## config.mk

```make
export PLATFORM = sky130hd
export DESIGN_NAME = sr_piso_param
export DESIGN_NICKNAME = d
export VERILOG_FILES = /design/src/rtl/sr_piso_param.sv
export SDC_FILE = /design/constraint.sdc
export NUM_CORES = 1
export LEC_CHECK = 0
export CORE_MARGIN = 2
export CORE_UTILIZATION = 46
export DETAILED_ROUTE_END_ITERATION = 8
export GPL_TIMING_DRIVEN = 1
export PLACE_DENSITY = 0.74
export SYNTH_ARGS = -nofsm -noshare
export SYNTH_HDL_FRONTEND = slang
export SYNTH_SLANG_ARGS = --single-unit
```

## constraint.sdc

```tcl
create_clock -name clk -period 1.43 [get_ports clk]
set_clock_uncertainty 0.15 [all_clocks]
set_input_delay 0.286 -clock clk [delete_from_list [all_inputs] [get_ports clk]]
set_output_delay 0.286 -clock clk [all_outputs]
set_load 0.005 [all_outputs]
```

## src/rtl/sr_piso_param.sv

```systemverilog
// Handshaked parallel-in/serial-out shifter with a one-word holding buffer and strobe-paced output.
// Optional even-parity trailer bit is compiled in with SR_PISO_PARITY_EN.
module sr_piso_param #(
   parameter int   WIDTH      = 8,
   parameter logic IDLE_LEVEL = 1'b0,
   parameter int   CW         = $clog2(WIDTH + 1)   // derived; do not override
) (
   input  logic             clk,
   input  logic             rst_n,
   input  logic [WIDTH-1:0] pin,
   input  logic             pin_valid,
   output logic             pin_ready,
   input  logic             lsb_first,
   input  logic             shift_en,
   output logic             sout,
   output logic             sout_valid,
   output logic             busy,
   output logic             frame_done,
   output logic [CW-1:0]    bit_cnt
);

   localparam logic [1:0] IDLE   = 2'd0;
   localparam logic [1:0] SHIFT  = 2'd1;
`ifdef SR_PISO_PARITY_EN
   localparam logic [1:0] PARITY = 2'd2;
`endif
   localparam logic [CW-1:0] LAST = CW'(WIDTH - 1);

   logic [1:0]       state;
   logic [WIDTH-1:0] hold_word;
   logic             hold_lsb;
   logic             hold_full;
   logic [WIDTH-1:0] shreg;
   logic             lsb_mode;
`ifdef SR_PISO_PARITY_EN
   logic             par_bit;
`endif

   logic last_bit;
   logic frame_end;
   logic load;

   always_comb begin
      last_bit = (state == SHIFT) && shift_en && (bit_cnt == LAST);
`ifdef SR_PISO_PARITY_EN
      frame_end = (state == PARITY) && shift_en;
`else
      frame_end = last_bit;
`endif
      // Buffer moves to the shift register from IDLE, or directly at a frame end for gapless frames.
      load = hold_full && ((state == IDLE) || frame_end);
   end

   always_ff @(posedge clk or negedge rst_n) begin
      if (!rst_n) begin
         state      <= IDLE;
         hold_word  <= '0;
         hold_lsb   <= 1'b0;
         hold_full  <= 1'b0;
         shreg      <= '0;
         lsb_mode   <= 1'b0;
         bit_cnt    <= '0;
         frame_done <= 1'b0;
`ifdef SR_PISO_PARITY_EN
         par_bit    <= 1'b0;
`endif
      end else begin
         frame_done <= frame_end;

         if (pin_valid && !hold_full) begin
            hold_word <= pin;
            hold_lsb  <= lsb_first;
            hold_full <= 1'b1;
         end else if (load) begin
            hold_full <= 1'b0;
         end

         if (load) begin
            shreg    <= hold_word;
            lsb_mode <= hold_lsb;
            bit_cnt  <= '0;
            state    <= SHIFT;
`ifdef SR_PISO_PARITY_EN
            par_bit  <= ^hold_word;
`endif
         end else if (frame_end) begin
            shreg   <= '0;
            bit_cnt <= '0;
            state   <= IDLE;
         end else if ((state == SHIFT) && shift_en) begin
            shreg   <= lsb_mode ? (shreg >> 1) : (shreg << 1);
            bit_cnt <= bit_cnt + CW'(1);
`ifdef SR_PISO_PARITY_EN
            if (last_bit) state <= PARITY;
`endif
         end
      end
   end

   always_comb begin
      pin_ready  = !hold_full;
      busy       = (state != IDLE) || hold_full;
      sout_valid = (state != IDLE);
      sout       = IDLE_LEVEL;
      case (state)
         SHIFT:   sout = lsb_mode ? shreg[0] : shreg[WIDTH-1];
`ifdef SR_PISO_PARITY_EN
         PARITY:  sout = par_bit;
`endif
         default: sout = IDLE_LEVEL;
      endcase
   end

endmodule

```

Yosys cells after proc, flatten, opt, wreduce, memory -nomap -nowiden
Cells that the tools add are included.
- register bits after elaboration: 26
- input bits: 13
- output and inout port bits: 9
- add/sub/neg operators: 1
- equal/unequal tests: 2
- mux-type cells: 13
- reductions and logical operators: 12
- operators with widths (operator ; count):
    8-bit two-way mux ; 4
    4-bit two-way mux ; 3
    2-bit nonzero test ; 3
    4-bit by 1-bit adder with 4-bit output (second input constant) ; 1
    4-bit by 3-bit == test with 1-bit output (second input constant) ; 1
    1-bit logical AND ; 4
    1-bit two-way mux ; 4
    2-bit two-way mux ; 2
    3-bit nonzero test ; 1
    2-bit by 1-bit == test with 1-bit output (second input constant) ; 1
    2-bit logical NOT ; 1
    1-bit logical OR ; 2
    1-bit logical NOT ; 1

Depth between registers and ports, before layout
Gate-level depths: netlist of the first run.
- depth in word-level cells: 7
- mapped depth: 5
- depth with buffers taken out: 4

Worst setup path before layout of the first run
No wires, ideal clock.
- path type: register to register
- start point: register bit_cnt[0]
- end point: register lsb_mode
- library setup time: 0.128 ns
- arrival: 1.301 ns
- path slack: -0.149 ns
- stages on the path, launching flop included: 5
- clock period less this slack: 1.579 ns
- cells stage by stage: dfrtp_1 > ha_1 > and4b_1 > o21ai_2 > mux2_1
- longest elaborated chain between the ends: 4
- ends and longest elaborated chain (what ; line ; RTL):
    from (decl) ; 19 ; output logic [CW-1:0] bit_cnt
    from (signal assigned) ; 92 ; bit_cnt <= bit_cnt + CW'(1);
    4-bit by 3-bit == test with 1-bit output ; 44 ; last_bit = (state == SHIFT) && shift_en && (bit_cnt == LAST);
    1-bit logical AND ; 44 ;
    1-bit logical OR ; 51 ; load = hold_full && ((state == IDLE) || frame_end);
    1-bit logical AND ; 51 ;
    to (signal assigned) ; 80 ; lsb_mode <= hold_lsb;
    to (decl) ; 34 ; logic lsb_mode;
No other way between the ends.
A chain may end at the register's enable or synchronous reset.

Worst setup path in the final report of the first run
Ends and elaborated chain as after synthesis.

==> results of run 1 <==
-- final timing paths --
kind | startpoint | endpoint | slack, ns | cells after the start
max in group asynchronous | rst_n | hold_lsb | 0.84 | 2
hold reg to reg | hold_lsb | hold_lsb | 0.37 | 1
setup reg to reg | bit_cnt[0] | lsb_mode | -0.27 | 5
hold / removal | rst_n | bit_cnt[1] | 0.14 | 2
min in group clk | pin[4] | hold_word[4] | 0.34 | 3
setup / recovery | bit_cnt[0] | lsb_mode | -0.27 | 5
-- Yosys cell counts, types with 2 or more instances --
cell type	n	area, um2
buf_2	2	10.0
nand2_1	20	75.1
nor2b_1	4	25.0
o22ai_1	2	12.5
mux2i_1	7	70.1
o221ai_2	8	120
inv_1	10	37.5
mux2_1	2	22.5
o21ai_0	9	45.0
dfrtp_1	25	626
a21oi_1	4	20.0
-- what timing repair did --
action,in CTS,in global routing
endpoints found under the setup margin,20,23
setup buffers,13,1
pin swaps,4,7
resized for setup,45,11
hold endpoints to repair,0,0
-- registers in the layout, indices dropped and copies added, names as in the netlist --
register    cells
hold_lsb        1
hold_full       1
hold_word       8
shreg           8
state           1
bit_cnt         4
frame_done      1
lsb_mode        1
-- final cells by class --
type                       count  area, um2
multi-input combinational     71        568
tap                           30       37.5
clock inverter                 1       7.51
fill                         187        677
clock buffer                   3       22.5
inverter                      11       46.3
timing repair buffer          54        493
sequential                    25        626
-- layout by cell type (no fill, tap or decap), drive strengths merged, types with 2 or more instances in the layout --
cell,netlist,routed
o21ai,10,10
mux2i,8,8
clkdlybuf4s50,0,12
clkdlybuf4s15,0,3
buf,4,39
o22ai,2,2
nand2,20,20
dfrtp,25,25
clkbuf,0,3
inv,11,11
a21oi,4,4
o221ai,8,8
mux2,2,2
nor2b,4,4
-- power groups by stage --
stage / Sequential, uW / Clock, uW / Combinational, uW
after floorplan: 1150 / 0 / 642
after global placement: 1150 / 0 / 1120
after detailed placement: 1170 / 0 / 1170
after CTS: 1130 / 335 / 1390
after global routing: 1170 / 373 / 1560
final: 1150 / 332 / 1440
-- metal layers --
| layer | vias to the layer above | share of wire | wire length [um] | GRT usage |
|---|---|---|---|---|
| met1 | 521 | 0.42 | 1240 | 0.266 |
| met3 | 6 | 0.037 | 109 | 0.0328 |
| met4 | 0 | 0.012 | 35 | 0.0732 |
| met5 | - | 0 | 0 | 0 |
| met2 | 24 | 0.53 | 1560 | 0.357 |
| li1 | 492 | - | - | - |
-- cells by family (layout without fill, tap and decap cells) --
kind of cell    count (synthesis)  in the layout  share of synthesized area
flops                          25             25                      0.519
xor+xnor                        1              1                    0.00726
fa+ha+maj                       1              1                     0.0104
buf+inv                        15             69                     0.0581
simple gates                   33             33                      0.133
compound gates                 26             26                      0.185
mux                            10             10                     0.0882
-- metrics by stage --
step,std cells,setup TNS (ns),util
4_1_cts,196,-3.05,0.716
3_5_place_dp,179,-5.01,0.647
3_3_place_gp,179,-4.18,0.647
6_report,195,-2.95,0.727
2_1_floorplan,111,-0.568,-
5_1_grt,195,-3.77,0.727
==> flow_metrics.tcl, run 1 <==
set metrics [dict create \
    crit_slowest_cell "dfrtp_1" \
    power.internal_uw 1890 \
    ys_seq_area_frac 0.519 \
    cp.required_ns 1.51 \
    comb_power_share 0.493 \
    core_um2 2480 \
    fin_nets 180 \
    synthArstFlopShare 1.00 \
    maxSlewHeadroom 0.859 \
    routed_via_density 5.35 \
    hold_path_class "primary input to asynchronous set/reset pin" \
    setup_violations 17 \
    rsz0062_at_grt "true" \
    crit_chain "buf_6 -> ha_4 -> and4b_1 -> o21ai_4 -> mux2_4" \
    critPathCaptureType "flip-flop" \
    remaining_drc_errors 0 \
    final_max_slew_viol_count 0 \
    seqPwrFrac 0.393 \
    die_h_um 55.2 \
    maxCapViolCount 0 \
    antenna_found_initial 0 \
    placed_cell_area_um2 1600 \
    path_buf_inv 1 \
    dieArea_um2 3050 \
    clkLatencyLatePin_ns 0.33 \
    yosysUniqueCellTypes 29 \
    ctsRootBufferMaster "clkbuf_4" \
    design_area_um2 1800 \
    vias 1043 \
    h-tree-depth 1 \
    synthFlopType "dfrtp_1" \
    cts_hold_buf 0 \
    antennaDiodeCount 0 \
    numPortBuffers 21 \
    switching_power_uw 1030 \
    initial_core_util 0.487 \
    timing.fmax_ghz 0.589 \
    violations "setup timing" \
    synthCells 111 \
    ys_seq_elements 25 \
    clkSinkCount 25 \
    boundaryPins 22 \
    cts_buffers 3 \
    grt_usage 0.208 \
    syn-cell-area_um2 1210 \
    ys.warnings.count 0 \
    clkPwrFrac 0.114 \
    syn_to_final_growth_pct 49.3 \
    die_w_um 55.2 \
    outcome "finished, violations left" \
    cts_tree "yes" \
    finalCritPeriodShare 1.19 \
    overflow 0 \
    tightest_slew_ns 0.208 \
    period_needed_ns 1.70 \
    rows 18 \
    routed_wl_um 2950 \
    cts_buffer_depth 2 \
    grt_pass1_wl_um 5010 \
    ant_nets 0 \
    critical_path_arrival_ns 1.77 \
    routabilityCongestion 0.790 \
    synth-edff-count 0 \
    start_kind "flip-flop" \
    post-place-ws_ns -0.365 \
    powerDensity_nw_per_um2 1620 \
    place_hpwl_um 1970 \
    setup.worst_path.class "flip-flop to flip-flop" \
    avgSynthCellArea_um2 10.9 \
    peakVddDrop_v 0.00113 \
    fin_ws_ns -0.268 \
    drtIter0Drc 21 \
    p_total_uw 2920 \
    grt_pass1_vias 1081 \
    critPathTopFamily "flip-flops" \
    max_stage_delay_ns 0.44 \
    switching_share 0.353 \
    hold_slack_ns 0.135 \
    leakage_uw 0.000821 \
    wire_per_inst_um 15.1 \
    dr.pass1.iters 4 \
    drive_gt1_frac 0.376 \
    critPathMaxFanout 4 \
    cts.clk_slew.worst_paths_ns 0.15 \
    synth_nets 125 \
    hold_viol_final 0 \
    grt_max_degree 26 \
]
Power figures use the tool's default switching activity.
==> inputs of run 2 (changes only) <==
--- a/config.mk
+++ b/config.mk
@@ -10,5 +10,5 @@
 export DETAILED_ROUTE_END_ITERATION = 8
 export GPL_TIMING_DRIVEN = 1
-export PLACE_DENSITY = 0.74
+export PLACE_DENSITY = 0.82
 export SYNTH_ARGS = -nofsm -noshare
 export SYNTH_HDL_FRONTEND = slang
==> constraint.sdc (replaced) <==
create_clock -name clk -period 1.43 [get_ports clk]
set_clock_uncertainty 0.15 [all_clocks]
set_input_delay 0.2145 -clock clk [delete_from_list [all_inputs] [get_ports clk]]
set_output_delay 0.2145 -clock clk [all_outputs]
set_load 0.005 [all_outputs]
==> run 2 against run 1 <==
  * The flow still finishes with violations (setup timing)
  * Sequential power is essentially flat
  * Critical path depth shrank 1
  * Highest routed layer unchanged
  * Sequential share of layout area rose by 1.8 points
  * Non-clock buffer count down 5
  * First-iteration DRC count up 24%
  * Largest power group unchanged
  * Via count down 6.7%
  * Flip-flop and latch count stayed put
  * Register-to-register slack gained 0.12 ns
  * Largest cell class unchanged
  * Clock-buffer cell count increased by 1
  * Clock power is 5% lower
==> flow_metrics.tcl, run 2 (synthesis gave the netlist of run 1 again) <==
set metrics [dict create \
    setup.worst_path.class "flip-flop to flip-flop" \
    cts_buffer_depth 2 \
    tightest_slew_ns 0.313 \
    outcome "finished, violations left" \
    place_hpwl_um 1790 \
    h-tree-depth 1 \
    grt_usage 0.185 \
    layout_common_cells "dfrtp_1 (25), buf_4 (20), nand2_1 (19)" \
    top_regs "hold_word (8), shreg (8), bit_cnt (4)" \
    antennaDiodeCount 0 \
    critPathCaptureType "flip-flop" \
    nFillCells 176 \
    p_total_uw 2770 \
    fin_ws_ns -0.148 \
    grt_pass1_wl_um 4580 \
    power.internal_uw 1810 \
    fin_nets 175 \
    overflow 0 \
    die_w_um 55.2 \
    maxSlewHeadroom 0.791 \
    post-place-ws_ns -0.251 \
    rsz0062_at_grt "true" \
    leakage_uw 0.000802 \
    period_needed_ns 1.58 \
    hold_path_class "primary input to asynchronous set/reset pin" \
    peakVddDrop_v 0.00113 \
    boundaryPins 22 \
    die_h_um 55.2 \
    ant_nets 0 \
    vias 973 \
    clkLatencyLatePin_ns 0.31 \
    critical_path_arrival_ns 1.64 \
    dieArea_um2 3050 \
    hold_viol_final 0 \
    cts_tree "yes" \
    multiInputGateArea_um2 559 \
    ctsRootBufferMaster "clkbuf_4" \
    powerDensity_nw_per_um2 1620 \
    routed_via_density 5.12 \
    setup_violations 15 \
    dr.pass1.iters 4 \
    wire_per_inst_um 14.5 \
    cts_hold_buf 0 \
    final_common_cell "dfrtp_1" \
    initial_core_util 0.487 \
    comb_power_share 0.473 \
    maxCapViolCount 0 \
    seqPwrFrac 0.414 \
    antenna_found_initial 0 \
    routabilityCongestion 0.790 \
    timing.fmax_ghz 0.634 \
    ff_latch_area_um2 626 \
    violations "setup timing" \
    drtIter0Drc 26 \
    switching_share 0.348 \
    hold_slack_ns 0.0849 \
    routed_wl_um 2750 \
    clkSinkCount 25 \
    numPortBuffers 21 \
    final_max_slew_viol_count 0 \
    grt_max_degree 26 \
    grt_pass1_vias 1022 \
    clkPwrFrac 0.113 \
    drive_gt1_frac 0.350 \
    cp.required_ns 1.49 \
    rows 18 \
    start_kind "flip-flop" \
    syn_to_final_growth_pct 42.1 \
    cts.clk_slew.worst_paths_ns 0.14 \
    cts_buffers 3 \
    critPathMaxFanout 4 \
    switching_power_uw 965 \
    finalCritPeriodShare 1.10 \
    core_um2 2480 \
    remaining_drc_errors 0 \
]
-- run 2: changes by cell type in the layout (fill, tap and decap cells not counted), moves of 2 or more --
cell,change
buf_4,-3
buf_6,-3
clkbuf_2,+2
clkdlybuf4s15_1,-3
dlygate4sd2_1,+2
-- run 2: per-layer routing --
metal  vias up  part of all wire  GRT usage
met2        14              0.51      0.291
met1       472              0.46      0.259
li1        483                 -          -
met4         0             0.011     0.0801
met5         -                 0          0
met3         4             0.019     0.0211
-- run 2: final timing paths --
kind                       depth (start not counted)           end  slack, ns       start
max                                                4      lsb_mode      -0.15  bit_cnt[1]
min                                                2      hold_lsb       0.08       rst_n
max reg2reg                                        4      lsb_mode      -0.15  bit_cnt[1]
min reg2reg                                        2      shreg[4]       0.39    shreg[4]
max in group asynchronous                          2  hold_word[7]       0.80       rst_n
min in group clk                                   3  hold_word[6]       0.28      pin[6]
-- run 2: power groups by stage --
stage | registers (uW) | logic (uW) | clock network [uW]
after global routing | 1170 | 1430 | 360
after detailed placement | 1150 | 1150 | 0
final | 1150 | 1310 | 314
after CTS | 1140 | 1230 | 327
after floorplan | 1150 | 642 | 0
after global placement | 1140 | 1110 | 0
-- run 2: cell type report --
type,count,area share
clock buffers,4,0.0153
repair buffers,49,0.245
flip-flops and latches,25,0.365
well taps,30,0.0219
multi-input cells,71,0.326
inverters,11,0.0270
-- run 2: metrics by stage --
step / util / TNS, ns / cells / cell area (um2)
final: 0.692 / -1.49 / 190 / 1710
after global placement: 0.633 / -2.21 / 176 / 1570
after floorplan: - / -0.568 / 111 / 1210
after detailed placement: 0.633 / -3.03 / 176 / 1570
after CTS: 0.681 / -1.61 / 188 / 1690
after global routing: 0.692 / -2.33 / 190 / 1710
-- run 2: what timing repair did --
item                       4_1_cts  5_1_grt
gates cloned                     0        1
buffers inserted                 8        3
resized for setup               36       14
pin swaps                        3        2
setup endpoints to repair       21       27
-- run 2: critical path, stage by stage (launching register included) --
cell	delay, ns
dfrtp_1	0.44
ha_4	0.19
and4b_1	0.19
o21ai_2	0.18
mux2_4	0.32
==> inputs of run 3 (changes only) <==
==> constraint.sdc (replaced) <==
create_clock -name clk -period 1.43 [get_ports clk]
set_clock_uncertainty 0.15 [all_clocks]
set_input_delay 0.286 -clock clk [delete_from_list [all_inputs] [get_ports clk]]
set_output_delay 0.286 -clock clk [all_outputs]
set_load 0.005 [all_outputs]
==> run 3 against run 2 <==
  * The run still ends with setup timing left
  * Die area stayed put
  * Clock power is 5% higher
  * Register-to-register slack worse by 0.08 ns
  * Final area is 0.51% higher
  * Largest power group unchanged
==> flow_metrics.tcl, run 3 (synthesis gave the netlist of run 1 again) <==
set metrics [dict create \
    numPortBuffers 21 \
    grt_pass1_wl_um 4600 \
    crit_chain "buf_6 -> ha_4 -> and4b_1 -> o21ai_2 -> buf_4 -> o221ai_2" \
    drtIter0Drc 14 \
    grt_usage 0.188 \
    hold_slack_ns 0.140 \
    vias 1007 \
    antenna_found_initial 0 \
    ctsRootBufferMaster "clkbuf_4" \
    initial_core_util 0.487 \
    routed_via_density 5.24 \
    dieArea_um2 3050 \
    maxCapViolCount 0 \
    critical_path_arrival_ns 1.72 \
    drive_gt1_frac 0.358 \
    grt_max_degree 26 \
    hold_path_class "primary input to asynchronous set/reset pin" \
    rows 18 \
    cts_buffer_depth 2 \
    maxSlewHeadroom 0.804 \
    die_w_um 55.2 \
    cts_buffers 3 \
    cts.clk_slew.worst_paths_ns 0.15 \
    finalCritPeriodShare 1.16 \
    core_um2 2480 \
    dr.pass1.iters 4 \
    clkSinkCount 25 \
    violations "setup timing" \
    grt_pass1_vias 1028 \
    setup.worst_path.class "flip-flop to flip-flop" \
    die_h_um 55.2 \
    design_area_um2 1720 \
    critPathMaxFanout 5 \
    wire_per_inst_um 14.6 \
    syn_to_final_growth_pct 42.8 \
    clkLatencyLatePin_ns 0.33 \
    antennaDiodeCount 0 \
    layout_common_cells "dfrtp_1 (25), buf_4 (23), nand2_1 (19)" \
    max_stage_delay_ns 0.41 \
    period_needed_ns 1.66 \
    fin_ws_ns -0.231 \
    outcome "finished, violations left" \
    r2r-start "bit_cnt[1]" \
    cts_tree "yes" \
    remaining_drc_errors 0 \
    leakage_uw 0.000794 \
    setup_violations 16 \
    powerDensity_nw_per_um2 1620 \
    rsz0062_at_grt "true" \
    routed_wl_um 2800 \
    startpoint "bit_cnt[1]" \
    ant_nets 0 \
    hold_viol_final 0 \
    overflow 0 \
    peakVddDrop_v 0.000971 \
    timing.fmax_ghz 0.602 \
    placed_cell_area_um2 1570 \
    critPathCaptureType "flip-flop" \
    h-tree-depth 1 \
    tightest_slew_ns 0.294 \
    top_regs "hold_word (8), shreg (8), bit_cnt (4)" \
    place_hpwl_um 1820 \
    p_total_uw 2790 \
    cp.required_ns 1.48 \
    crit_slowest_cell "dfrtp_1" \
    final_common_cell "dfrtp_1" \
    fin_nets 177 \
    final_max_slew_viol_count 0 \
    routabilityCongestion 0.789 \
    boundaryPins 22 \
    start_kind "flip-flop" \
]
run 3: power by group:
part | switching (uW) | internal [uW]
Clock | 224 | 107
Sequential | 144 | 984
Combinational | 595 | 731
run 3: area by class of cell:
| class | instances | area (um2) |
|---|---|---|
| clock inverter | 1 | 7.51 |
| multi-input combinational | 71 | 543 |
| inverter | 11 | 41.3 |
| tap | 30 | 37.5 |
| fill | 186 | 754 |
| timing repair buffer | 51 | 445 |
| sequential | 25 | 626 |
| clock buffer | 3 | 22.5 |
run 3: metrics by stage:
| step | setup TNS (ns) | worst slack, ns | util | cells |
|---|---|---|---|---|
| final | -2.85 | -0.231 | 0.695 | 192 |
| after global routing | -3.49 | -0.268 | 0.695 | 192 |
| after CTS | -3.06 | -0.237 | 0.684 | 189 |
| after detailed placement | -5.35 | -0.364 | 0.635 | 175 |
| after global placement | -4.12 | -0.307 | 0.635 | 175 |
| after floorplan | -0.568 | -0.115 | - | 111 |
run 3: final timing paths:
check	to	slack, ns	depth (start not counted)
worst max-delay path	shreg[7]	-0.23	6
worst min-delay path	hold_word[7]	0.14	2
worst max register to register	shreg[7]	-0.23	6
worst min register to register	hold_lsb	0.39	1
max in group asynchronous	bit_cnt[1]	0.83	2
min in group clk	hold_word[1]	0.34	3
run 3: metal layers:
layer | up-vias | GRT usage | share of wire
met5 | - | 0 | 0
met4 | 0 | 0.0697 | 0.014
met3 | 8 | 0.0328 | 0.045
met2 | 30 | 0.315 | 0.50
met1 | 476 | 0.244 | 0.44
li1 | 493 | - | -
run 3: repair_timing:
item | CTS | global route
pin swaps | 4 | 5
setup endpoints to repair | 21 | 19
buffers inserted | 10 | 4
resized for setup | 32 | 9
hold buffers | 0 | 0
run 3: worst max-delay path: cells and delay by family (launching register included):
family                     cells  cell delay, ns
adders and majority gates      1            0.16
AOI/OAI and AO/OA              2            0.29
and+or+nand+nor                1            0.22
buffers and inverters          2            0.31
DFF                            1            0.41
==> RTL change: new RTL, config.mk and constraints of run 1 <==
Set the parameter `WIDTH` to 16 (it was 8).
--- a/src/rtl/sr_piso_param.sv
+++ b/src/rtl/sr_piso_param.sv
@@ -1,7 +1,7 @@
 // Handshaked parallel-in/serial-out shifter with a one-word holding buffer and strobe-paced output.
 // Optional even-parity trailer bit is compiled in with SR_PISO_PARITY_EN.
 module sr_piso_param #(
-   parameter int   WIDTH      = 8,
+   parameter int   WIDTH      = 16,
    parameter logic IDLE_LEVEL = 1'b0,
    parameter int   CW         = $clog2(WIDTH + 1)   // derived; do not override
 ) (
Interface: changed (resized bit_cnt and pin); port bits go from 22 to 31. No check against the original RTL was run, so the function may have changed too.
==> RTL change against run 1 <==
  * The flow still finishes with violations (setup timing)
  * Critical endpoint is now shreg[4]
  * Worst hold slack better by 0.21 ns
  * Final area up 77%
  * Sequential cell count up 17
  * Largest cell class is now multi-input gates
  * Power up 100%
  * Wire length up 110%
  * Area after synthesis up 63%
  * Critical path type unchanged
  * First-iteration DRC count rose to 4.0 times the old value
  * Worst setup slack worse by 0.063 ns
==> RTL change: results (changes against run 1) <==
[status]
status=finished, violations left
failing_checks=setup timing

[clocking]
cts_made_buffers=5  ; +2
ctsLongestPathBuffers=2  ; unchanged
post_cts_hold_buffer_count=1  ; +1
clkSlewWorstSetupHoldPaths_ns=0.08  ; -0.07 ns
cts_max_level=2  ; +1
gates_resized_cts_repair=76  ; +69%
cts_post_setup_buffers_inserted=17  ; +4
clk_latency_ns=0.30  ; -0.03 ns
cts-root-buf=sky130_fd_sc_hd__clkbuf_8

[yosys]
post_synth_most_frequent_cells=sky130_fd_sc_hd__dfrtp_1 (42), sky130_fd_sc_hd__mux2_2 (34), sky130_fd_sc_hd__nor2_1 (21)
avgSynthCellArea_um2=11.8  ; +8.7%
async_flop_share=1.00  ; unchanged
share_of_cell_area_taken_by_muxes_after_synthesis=0.200  ; +0.112
synth_top_cells_by_area=sky130_fd_sc_hd__dfrtp_1 (54%), sky130_fd_sc_hd__mux2_2 (20%), sky130_fd_sc_hd__a22oi_1 (5.4%)
post_synth_xor_area_fraction=0.00893  ; +0.00167
synth_compound_gate_area_share=0.140  ; -0.0449
syn_nets=188  ; +50%
synthDistinctLibCells=27  ; -6.9%
synth_seq_area_share=0.536  ; +0.0174
yosysWarningCount=0  ; unchanged
synth_fa_ha_area_frac=0.00638  ; -0.00399

[sta]
finalSetupViolations=44  ; +27
final_critical_path_setup_slack_ns=-0.331  ; -0.0629 ns
tns_ns=-7.36  ; -4.41 ns
max_slew.worst_pin.slew_ns=0.300  ; +0.0917 ns

[layout]
drive_gt1_frac=0.544  ; +0.169
top_regs=hold_word x16, shreg x16, bit_cnt x5
antennaDiodeCount=0  ; unchanged
finalNetCount=269  ; +49%
fin_cells=298  ; +53%

[placement]
gp_congestion=0.857  ; +8.5%
hpwlAfterDp_um=2990  ; +51%
detailedPlace.worstSlack_ns=-0.505  ; -0.140 ns
numPortBuffers=30  ; +43%
place.detailed.instances=262  ; +46%
dpl-instance-area_um2=2560  ; +60%

[grt]
grt_pass1_wl_um=9670  ; +93%
grt_antenna_before_repair=0  ; unchanged
grt.total_usage=0.259  ; +0.0511
first_global_vias=1935  ; +79%
grt_start_max_net_pins=43  ; +65%

[detailed_routing]
drt_first_pass_iters=4  ; unchanged
routed_wl_um=6040  ; +110%
vias_per_cell=5.81  ; +8.5%
detailedRoute.firstIterationViolations=85  ; +300%

[worst_setup_path]
cp_data_arrival_time_ns=1.82  ; +0.05 ns
timing.critical_path.fanout_max=7  ; +3

[hold_path]
min_path_type=in2async

[power]
p_leak_uw=0.00140  ; +71%
peakVddDrop_mv=1.05  ; -7.7%

[RTL change: cells by family (layout without fill, tap and decap cells)]
logic type / count (synthesis) / after routing
compound gates: 40 / 41
xor+xnor: 2 / 2
fa+ha+maj: 1 / 1
buf+inv: 13 / 94
flops: 42 / 42
mux: 35 / 35
simple gates: 33 / 33
[RTL change: final cells by class]
type                    count  area (µm²)
well taps                  50        62.6
inverters                   3        16.3
multi-input cells         112        1090
fillers                   215         872
repair buffers             83         857
clock buffers               8         110
flip-flops and latches     42        1050
[RTL change: layer usage]
metal | up-vias | wire (µm) | track usage
met1 | 877 | 2320 | 0.292
met5 | - | 0 | 0
met3 | 18 | 350 | 0.0654
li1 | 760 | - | -
met2 | 75 | 3220 | 0.462
met4 | 0 | 151 | 0.113
[RTL change: path summary, 6_finish.rpt]
path | from | to | slack, ns | depth (start not counted)
setup reg to reg | bit_cnt[1] | shreg[4] | -0.33 | 8
min in group clk | hold_word[14] | hold_word[14] | 0.38 | 1
max in group asynchronous | rst_n | hold_full | 0.56 | 3
hold / removal | rst_n | frame_done | 0.34 | 3
hold reg to reg | hold_word[14] | hold_word[14] | 0.38 | 1
setup / recovery | bit_cnt[1] | shreg[4] | -0.33 | 8
[RTL change: critical path, cell delays in order, from the launching register on]
cell and delay, ns:
sky130_fd_sc_hd__dfrtp_1 0.37, sky130_fd_sc_hd__buf_4 0.13, sky130_fd_sc_hd__ha_4 0.14, sky130_fd_sc_hd__nand2_4 0.06, sky130_fd_sc_hd__o31ai_4 0.27, sky130_fd_sc_hd__buf_12 0.16
sky130_fd_sc_hd__buf_12 0.12, sky130_fd_sc_hd__a22oi_1 0.08, sky130_fd_sc_hd__a21oi_1 0.18
[RTL change: report_power, final]
part	internal (µW)	switching, µW
sequential	1710	451
combinational	1690	1080
clock	488	420
